--- src/rtl/vid_htiming.sv ---
// ---------------------------------------------------------------------------
// vid_htiming -- horizontal video timing generator
//
// A W-bit pixel-clock counter runs from 0 to the shadowed line period and
// wraps. Every compare is a full W-bit equality (wide AND of per-bit XNOR
// terms) against shadow copies of the programmed values. All outputs are
// registered and therefore lag the matching count by one clock.
//
// Ports
//   clk        in   video pixel clock
//   resetl     in   asynchronous active-low reset
//   vid_en     in   video timing enable
//   hperiod    in   W  last count of a line (line length = hperiod+1)
//   hbb        in   W  blank begin count
//   hbe        in   W  blank end count
//   hss        in   W  sync start count
//   hse        in   W  sync end count
//   hcnt       out  W  current horizontal count
//   hsync      out  horizontal sync, active high
//   hblank     out  horizontal blank, active high
//   line_end   out  one-cycle pulse, first cycle of a new line
//   half_line  out  one-cycle pulse after the mid-line count
// ---------------------------------------------------------------------------
module vid_htiming #(
  parameter int W = 12
) (
  input  logic         clk,
  input  logic         resetl,
  input  logic         vid_en,
  input  logic [W-1:0] hperiod,
  input  logic [W-1:0] hbb,
  input  logic [W-1:0] hbe,
  input  logic [W-1:0] hss,
  input  logic [W-1:0] hse,
  output logic [W-1:0] hcnt,
  output logic         hsync,
  output logic         hblank,
  output logic         line_end,
  output logic         half_line
);

  // Compare slots
  localparam int C_PERIOD = 0;
  localparam int C_HALF   = 1;
  localparam int C_BB     = 2;
  localparam int C_BE     = 3;
  localparam int C_SS     = 4;
  localparam int C_SE     = 5;
  localparam int NCMP     = 6;

  logic [W-1:0] hcnt_q, hcnt_d;
  logic         hsync_q, hsync_d;
  logic         hblank_q, hblank_d;
  logic         line_end_q, line_end_d;
  logic         half_line_q, half_line_d;
  logic         en_d_q;
  logic [W-1:0] sh_period_q, sh_period_d;
  logic [W-1:0] sh_bb_q, sh_bb_d;
  logic [W-1:0] sh_be_q, sh_be_d;
  logic [W-1:0] sh_ss_q, sh_ss_d;
  logic [W-1:0] sh_se_q, sh_se_d;

  logic         first_cyc;
  logic [W-1:0] op_period, op_bb, op_be, op_ss, op_se;
  logic [W-1:0] cmp_val [NCMP];
  logic [NCMP-1:0] match;

  assign first_cyc = vid_en & ~en_d_q;

  // On the first enabled cycle the shadows are being loaded on this very
  // edge, so the compares look at the incoming values instead of whatever
  // stale contents the shadows hold. Otherwise line 0 could see spurious
  // matches at count 0 (e.g. a half_line pulse from shadows still at 0).
  assign op_period = first_cyc ? hperiod : sh_period_q;
  assign op_bb     = first_cyc ? hbb     : sh_bb_q;
  assign op_be     = first_cyc ? hbe     : sh_be_q;
  assign op_ss     = first_cyc ? hss     : sh_ss_q;
  assign op_se     = first_cyc ? hse     : sh_se_q;

  assign cmp_val[C_PERIOD] = op_period;
  assign cmp_val[C_HALF]   = op_period >> 1;
  assign cmp_val[C_BB]     = op_bb;
  assign cmp_val[C_BE]     = op_be;
  assign cmp_val[C_SS]     = op_ss;
  assign cmp_val[C_SE]     = op_se;

  // Bitwise equality: wide AND of per-bit XNOR terms.
  genvar gi;
  generate
    for (gi = 0; gi < NCMP; gi++) begin : g_cmp
      assign match[gi] = &(hcnt_q ~^ cmp_val[gi]);
    end
  endgenerate

  always_comb begin
    hcnt_d      = hcnt_q;
    hsync_d     = hsync_q;
    hblank_d    = hblank_q;
    line_end_d  = 1'b0;
    half_line_d = 1'b0;
    sh_period_d = sh_period_q;
    sh_bb_d     = sh_bb_q;
    sh_be_d     = sh_be_q;
    sh_ss_d     = sh_ss_q;
    sh_se_d     = sh_se_q;

    if (!vid_en) begin
      hcnt_d   = '0;
      hsync_d  = 1'b0;
      hblank_d = 1'b1;
    end else begin
      // Shadows reload only at a line boundary, so mid-line input changes
      // apply from the next line.
      if (first_cyc || match[C_PERIOD]) begin
        hcnt_d      = '0;
        line_end_d  = 1'b1;
        sh_period_d = hperiod;
        sh_bb_d     = hbb;
        sh_be_d     = hbe;
        sh_ss_d     = hss;
        sh_se_d     = hse;
      end else begin
        hcnt_d = hcnt_q + 1'b1;
      end

      half_line_d = match[C_HALF];

      // Sync: clear beats set on a simultaneous match.
      if (match[C_SE])      hsync_d = 1'b0;
      else if (match[C_SS]) hsync_d = 1'b1;

      // Blank: set beats clear, so equal values blank the whole line.
      if (match[C_BB])      hblank_d = 1'b1;
      else if (match[C_BE]) hblank_d = 1'b0;
    end
  end

  always_ff @(posedge clk or negedge resetl) begin
    if (!resetl) begin
      hcnt_q      <= '0;
      hsync_q     <= 1'b0;
      hblank_q    <= 1'b1;
      line_end_q  <= 1'b0;
      half_line_q <= 1'b0;
      en_d_q      <= 1'b0;
      sh_period_q <= '0;
      sh_bb_q     <= '0;
      sh_be_q     <= '0;
      sh_ss_q     <= '0;
      sh_se_q     <= '0;
    end else begin
      hcnt_q      <= hcnt_d;
      hsync_q     <= hsync_d;
      hblank_q    <= hblank_d;
      line_end_q  <= line_end_d;
      half_line_q <= half_line_d;
      en_d_q      <= vid_en;
      sh_period_q <= sh_period_d;
      sh_bb_q     <= sh_bb_d;
      sh_be_q     <= sh_be_d;
      sh_ss_q     <= sh_ss_d;
      sh_se_q     <= sh_se_d;
    end
  end

  assign hcnt      = hcnt_q;
  assign hsync     = hsync_q;
  assign hblank    = hblank_q;
  assign line_end  = line_end_q;
  assign half_line = half_line_q;

endmodule

--- config.mk ---
export PLATFORM = sky130hd
export DESIGN_NAME = vid_htiming
export DESIGN_NICKNAME = d
export VERILOG_FILES = /design/src/rtl/vid_htiming.sv
export SDC_FILE = /design/constraint.sdc
export NUM_CORES = 1
export LEC_CHECK = 0
export ABC_AREA = 1
export CAP_MARGIN = 20
export CORE_UTILIZATION = 35
export CTS_CLUSTER_DIAMETER = 80
export CTS_CLUSTER_SIZE = 25
export DETAILED_ROUTE_END_ITERATION = 7
export PLACE_DENSITY = 0.55
export SYNTH_ARGS = -nofsm -noshare
export SYNTH_HDL_FRONTEND = slang
export SYNTH_SLANG_ARGS = --single-unit
--- constraint.sdc ---
create_clock -name clk -period 3.1 [get_ports clk]
set_input_delay 0.62 -clock clk [delete_from_list [all_inputs] [get_ports clk]]
set_output_delay 0.62 -clock clk [all_outputs]
set_load 0.03 [all_outputs]
==> metrics.cfg <==
[outcome]
result_of_the_run = completed

[worst_setup_path]
critical_path_buf_inv_count = 1
setup.worst_path.class = reg2out
worstSetupEndpointType = output pin
timing_startpoint_of_the_critical_path = hcnt[3]
worstPathArrival_ns = 1.87
worstPathRequired_ns = 2.48
crit_chain = clkdlybuf4s50_1
max_stage_delay_ns = 0.79
setup.worst_path.start_class = flop
r2r-end = hcnt[0]
worst-r2r-cell-count = 12
worst-r2r-setup-slack_ns = 0.63
worst_r2r_startpoint = hcnt[3]
path_depth = 1
critical_path.slowest_cell = sky130_fd_sc_hd__clkdlybuf4s50_1
timing.critical_path.to = hcnt[3]
largest_fanout_of_any_net_on_the_critical_path = 9
cpLargestDelayFamily = buffers and inverters

[global_route]
met1_usage_pct = 29.9
first_global_vias = 4753
global_route.usage.met2_pct = 35.0
grt_first_pass_wirelength_mm = 25.2
grt_max_degree = 62
grt.busiest_layer = met2
globalRoute.totalOverflow = 0
number_of_antenna_violations_at_the_first_check_in_global_routing = 0
grt_util_all_layers_pct = 22.2
globalRouteMet3Util_pct = 5.03

[place]
dp_hpwl_mm = 10.6
place_ws_ns = 0.289
finalWeightedCongestion = 0.890
port_buffers = 78
placed_cell_area_mm2 = 0.00595
place.detailed.instances = 981

[floorplanning]
initial_utilization_pct = 36.3
std_cell_rows = 43
core-area_mm2 = 0.0141
die_area_mm2 = 0.0151
io-pin-count = 79
y_dimension_of_the_die_um = 123
fp.dieW_um = 123

[power_and_ir_drop]
intPower_uw = 2060
reported_net_switching_power_uw = 941
register_share_of_total_power_pct = 41.2
static-leakage-power_uw = 0.00325
p_comb_share_pct = 25.1
power.switching_fraction_pct = 31.3
power_frac_clock_pct = 33.7
p_per_area_mw_per_mm2 = 483
ir_drop_v = 0.000340

[layout]
stdcell_area_mm2 = 0.00622
drive_above_1_share_pct = 4.90
nNetsFinal = 876
number_of_antenna_repair_diodes = 0
layout.cells.non_filler = 996
syn2layout_area_growth_pct = 21.5

[clock_tree]
h-tree-depth = 3
clk_latency_ns = 0.34
tritoncts.num_buffers = 9
cts_tree = yes
cts_root_buf = sky130_fd_sc_hd__clkbuf_16
clkTransAtPathRegs_ns = 0.06
clkSinkCount = 77
ctsLongestPathBuffers = 2
post-cts-setup-buffer-count = 0
cts_resized = 0
postCtsHoldBufs = 0

[yosys]
synth_cell_types = 25
synth_seq_cells = 77
mappedNetlistNets = 818
synth_sequential_area_ratio_pct = 37.6
syn_inst = 754
syn_area_per_cell_um2 = 6.79
synth_enable_flop_cells = 0
ys_warn_count = 0
synthArstFlopShare_pct = 100
mapped_cell_area_mm2 = 0.00512
postSynth.topFlopCell = sky130_fd_sc_hd__dfrtp_1

[detailed_routing]
drt-wirelength-per-cell_um = 15.5
antenna_left = 0
detail_route.drc_violations = 0
detailedRoute.firstPassIterationCount = 7
route.final.wire_length_mm = 15.5
vias_per_cell = 4.90
dr_total_vias = 4885
detail_route.iter0.violations = 321

[timing]
post-route-period-util_pct = 80.2
holdWs_ns = 0.313
timing.setup.tns_ns = 0
tightestPinTransition_ns = 0.719
final.setup_skew_ns = 0.00777
slew_viol_final = 0
maxSlewHeadroom_pct = 52.1
final-setup-viol-count = 0
shortest_clock_period_the_worst_path_allows_after_layout_ns = 2.49
fmax_mhz = 402
finalWorstSetupSlack_ns = 0.613
timing.final.hold_violations = 0
setup_repair_after_global_routing_missed_its_margin = false

[job]
drv_cap = 0

[min_path]
worst_hold_path_type = in2async

==> layout make-up <==
type	instances	area (um^2)
fill	1483	7870
multi-input combinational	560	2610
sequential	77	1930
timing repair buffer	94	918
clock buffer	14	274
inverter	70	263
tap	180	225
clock inverter	1	5.00
==> worst min-delay path by stage <==
stage	end	slack, ns	cells past startpoint
final	sh_be_q[2]	0.31	1
after global placement	sh_be_q[5]	0.45	2
after detailed placement	sh_se_q[11]	0.46	2
after CTS	sh_be_q[2]	0.34	1
after floorplan	en_d_q	0.32	0
after global routing	sh_be_q[2]	0.37	1
==> sequential cells by signal, summed over array words and instances (netlist names) <==
| name | cells |
|---|---|
| sh_se_q | 12 |
| half_line | 1 |
| en_d_q | 1 |
| line_end | 1 |
| hblank | 1 |
| sh_ss_q | 12 |
| sh_be_q | 12 |
| sh_period_q | 12 |
| sh_bb_q | 12 |
| hsync | 1 |
| hcnt | 12 |
==> cell usage in the layout, fill, tap and decap left out <==
| cell | instances |
|---|---|
| sky130_fd_sc_hd__nand2_1 | 311 |
| sky130_fd_sc_hd__nand3_1 | 102 |
| sky130_fd_sc_hd__dfrtp_1 | 76 |
| sky130_fd_sc_hd__clkdlybuf4s50_1 | 76 |
| sky130_fd_sc_hd__inv_1 | 67 |
| sky130_fd_sc_hd__xor2_1 | 41 |
| sky130_fd_sc_hd__o21ai_0 | 40 |
| sky130_fd_sc_hd__nor2_1 | 31 |
| sky130_fd_sc_hd__o211ai_1 | 15 |
| sky130_fd_sc_hd__buf_4 | 15 |
| sky130_fd_sc_hd__clkbuf_16 | 9 |
| sky130_fd_sc_hd__nor3_1 | 6 |
| sky130_fd_sc_hd__inv_2 | 3 |
| sky130_fd_sc_hd__nand2_4 | 3 |
| sky130_fd_sc_hd__nand4_1 | 3 |
| sky130_fd_sc_hd__o21ai_1 | 3 |
| sky130_fd_sc_hd__clkbuf_8 | 3 |
| sky130_fd_sc_hd__clkbuf_1 | 2 |
| sky130_fd_sc_hd__buf_12 | 2 |
| sky130_fd_sc_hd__nor2_4 | 1 |
| sky130_fd_sc_hd__xnor2_1 | 1 |
| sky130_fd_sc_hd__o2111ai_1 | 1 |
| sky130_fd_sc_hd__or2_2 | 1 |
| sky130_fd_sc_hd__ha_1 | 1 |
| sky130_fd_sc_hd__clkinv_2 | 1 |
| sky130_fd_sc_hd__dfstp_2 | 1 |
| sky130_fd_sc_hd__buf_2 | 1 |
==> cells in the mapped netlist (6+ instances only) <==
library cell               instances  area, um^2
sky130_fd_sc_hd__o21ai_0          40         200
sky130_fd_sc_hd__buf_4             8        60.1
sky130_fd_sc_hd__nand3_1         102         510
sky130_fd_sc_hd__inv_1            67         251
sky130_fd_sc_hd__nor3_1            6        30.0
sky130_fd_sc_hd__o211ai_1         15         113
sky130_fd_sc_hd__dfrtp_1          76        1900
sky130_fd_sc_hd__nor2_1           31         116
sky130_fd_sc_hd__buf_6            13         146
sky130_fd_sc_hd__buf_2            11        55.1
sky130_fd_sc_hd__nand2_1         311        1170
sky130_fd_sc_hd__xor2_1           41         359
sky130_fd_sc_hd__clkbuf_1         11        41.3
==> power groups by stage <==
stage	sequential, uW	clock (uW)	combinational [uW]
floorplan	1230	0	535
global placement	1250	0	742
detailed placement	1250	0	756
CTS	1240	1040	760
global route	1260	1080	873
finish	1240	1010	755
==> routing by layer <==
layer	up-vias	part of all wire (%)	wire length, um
met4	0	2.2	346
li1	2472	-	-
met2	148	46	7100
met1	2241	46	7190
met5	-	0	0
met3	24	5.5	845
==> cell families (layout without fill, tap and decap cells) <==
logic type	after synthesis	after routing	share of synthesized area [%]
simple gates	458	458	37.0
buf+inv	117	179	11.4
flops	77	77	37.6
compound gates	59	59	6.57
xor+xnor	42	42	7.18
fa+ha+maj	1	1	0.244
==> stage by stage <==
stage / utilization, % / power [uW]
3_3_place_gp: 42.2 / 1990
4_1_cts: 44.2 / 3030
6_report: 44.2 / 3010
2_1_floorplan: - / 1770
3_5_place_dp: 42.2 / 2010
5_1_grt: 44.2 / 3210
No activity file was read; power rests on OpenSTA's default activity.
==> edit, RTL diff (config.mk and constraints unchanged) <==
Register the input `hperiod` before use, cleared by the reset. The logic sees it one clock later. The other inputs are not delayed to match.
--- a/src/rtl/vid_htiming.sv
+++ b/src/rtl/vid_htiming.sv
@@ -48,6 +48,16 @@
   localparam int C_SE     = 5;
   localparam int NCMP     = 6;
 
+  logic [W-1:0] hperiod_q;
+
+  always_ff @(posedge clk or negedge resetl) begin
+    if (!resetl) begin
+      hperiod_q <= '0;
+    end else begin
+      hperiod_q <= hperiod;
+    end
+  end
+
   logic [W-1:0] hcnt_q, hcnt_d;
   logic         hsync_q, hsync_d;
   logic         hblank_q, hblank_d;
@@ -71,7 +81,7 @@
   // edge, so the compares look at the incoming values instead of whatever
   // stale contents the shadows hold. Otherwise line 0 could see spurious
   // matches at count 0 (e.g. a half_line pulse from shadows still at 0).
-  assign op_period = first_cyc ? hperiod : sh_period_q;
+  assign op_period = first_cyc ? hperiod_q : sh_period_q;
   assign op_bb     = first_cyc ? hbb     : sh_bb_q;
   assign op_be     = first_cyc ? hbe     : sh_be_q;
   assign op_ss     = first_cyc ? hss     : sh_ss_q;
@@ -114,7 +124,7 @@
       if (first_cyc || match[C_PERIOD]) begin
         hcnt_d      = '0;
         line_end_d  = 1'b1;
-        sh_period_d = hperiod;
+        sh_period_d = hperiod_q;
         sh_bb_d     = hbb;
         sh_be_d     = hbe;
         sh_ss_d     = hss;
Check against the original RTL: not equivalent (a bounded check fails within 4 cycles, from zero or initial values and one cycle with resetl low).
==> edit against the original RTL <==
Power is 7.0% higher. Combinational power is 2% higher. Area after synthesis is 5.9% higher. Wire length is 4.9% higher. Setup slack better by 0.0081 ns. Final area is 5.4% higher. Sequential cell count is 12 higher. Largest cell class unchanged. Largest power group unchanged.
==> edit: results (changes against the original RTL) <==
clock buffer count = 13 (was 14)
register area share after synthesis = 0.411 (was 0.376)
GRT Util Overall = 0.219 (was 0.222)
largest net degree at the start of global routing = 89 (was 62)
Critical-path top delay cell = dfrtp_1 (was clkdlybuf4s50_1)
CP Data Arrival Time = 2.71 ns (was 1.87 ns)
hold slack final = 0.227 ns (was 0.313 ns)
Worst Clk Skew = 0.00816 ns (was 0.00777 ns)
synth top area cells = dfrtp_1, nand2_1, nand3_1 (unchanged)
Net Count, Synth = 830 (was 818)
P_leak = 3.42 nW (was 3.25 nW)
total power = 3.21 mW (was 3.01 mW)
met2 routed WL = 7490 um (was 7100 um)
synthesized-area fraction occupied by adder cells = 0.00231 (was 0.00244)
first-pass GRT wire length = 26700 um (was 25200 um)
CP delay by family, top = simple AND/OR/NAND/NOR gates (was buffers and inverters)
post-DP HPWL = 11300 um (was 10600 um)
Met1 Wirelength = 7490 um (was 7190 um)
row count = 45 (was 43)
GRT met2 Usage = 0.347 (was 0.350)
via count = 5065 (was 4885)
met1 usage = 0.293 (was 0.299)
First DRT Iteration DRCs = 363 (was 321)
Util after Layout = 0.433 (was 0.442)
peak supply drop = 260 uV (was 340 uV)
DR WL met3 = 811 um (was 845 um)
min Tclk post-route = 2.48 ns (was 2.49 ns)
placed cell area = 6290 um^2 (was 5950 um^2)
Reg area = 2230 um^2 (was 1930 um^2)
ClkCell Share = 0.0420 (was 0.0448)
vias in the first global route = 5024 (was 4753)
nets = 892 (was 876)
P_seq = 1.40 mW (was 1.24 mW)
Slowest Stage Delay on Critical Path = 0.41 ns (was 0.79 ns)
Final GP Congestion = 0.891 (was 0.890)
Avg Inst Size Synth = 7.08 um^2 (was 6.79 um^2)
FF+latch count = 89 (was 77)
status = finished, final reports clean (unchanged)
clock power share = 0.324 (was 0.337)
xor/xnor share of the synthesized area = 0.0679 (was 0.0718)
switching fraction of total power = 0.312 (was 0.313)
pre-CTS setup slack = 0.266 ns (was 0.289 ns)
==> edit: cell count changes in the layout (fill, tap and decap cells not counted) <==
cell | before | now
clkbuf_8 | 3 | 2
dfrtp_1 | 76 | 88
clkinv_2 | 1 | 3
buf_4 | 15 | 19
==> edit: final timing paths <==
path                                              from                endpoint  depth (start not counted)
max in group asynchronous                       resetl      hblank$_DFFE_PN1P_                          2
min in group clk                sh_ss_q[6]$_DFFE_PN0P_  sh_ss_q[6]$_DFFE_PN0P_                          2
worst max-delay path                  en_d_q$_DFF_PN0_  sh_se_q[2]$_DFFE_PN0P_                         14
worst min-delay path                            resetl  sh_bb_q[3]$_DFFE_PN0P_                          1
worst min register to register  sh_ss_q[6]$_DFFE_PN0P_  sh_ss_q[6]$_DFFE_PN0P_                          2
worst max register to register        en_d_q$_DFF_PN0_  sh_se_q[2]$_DFFE_PN0P_                         14
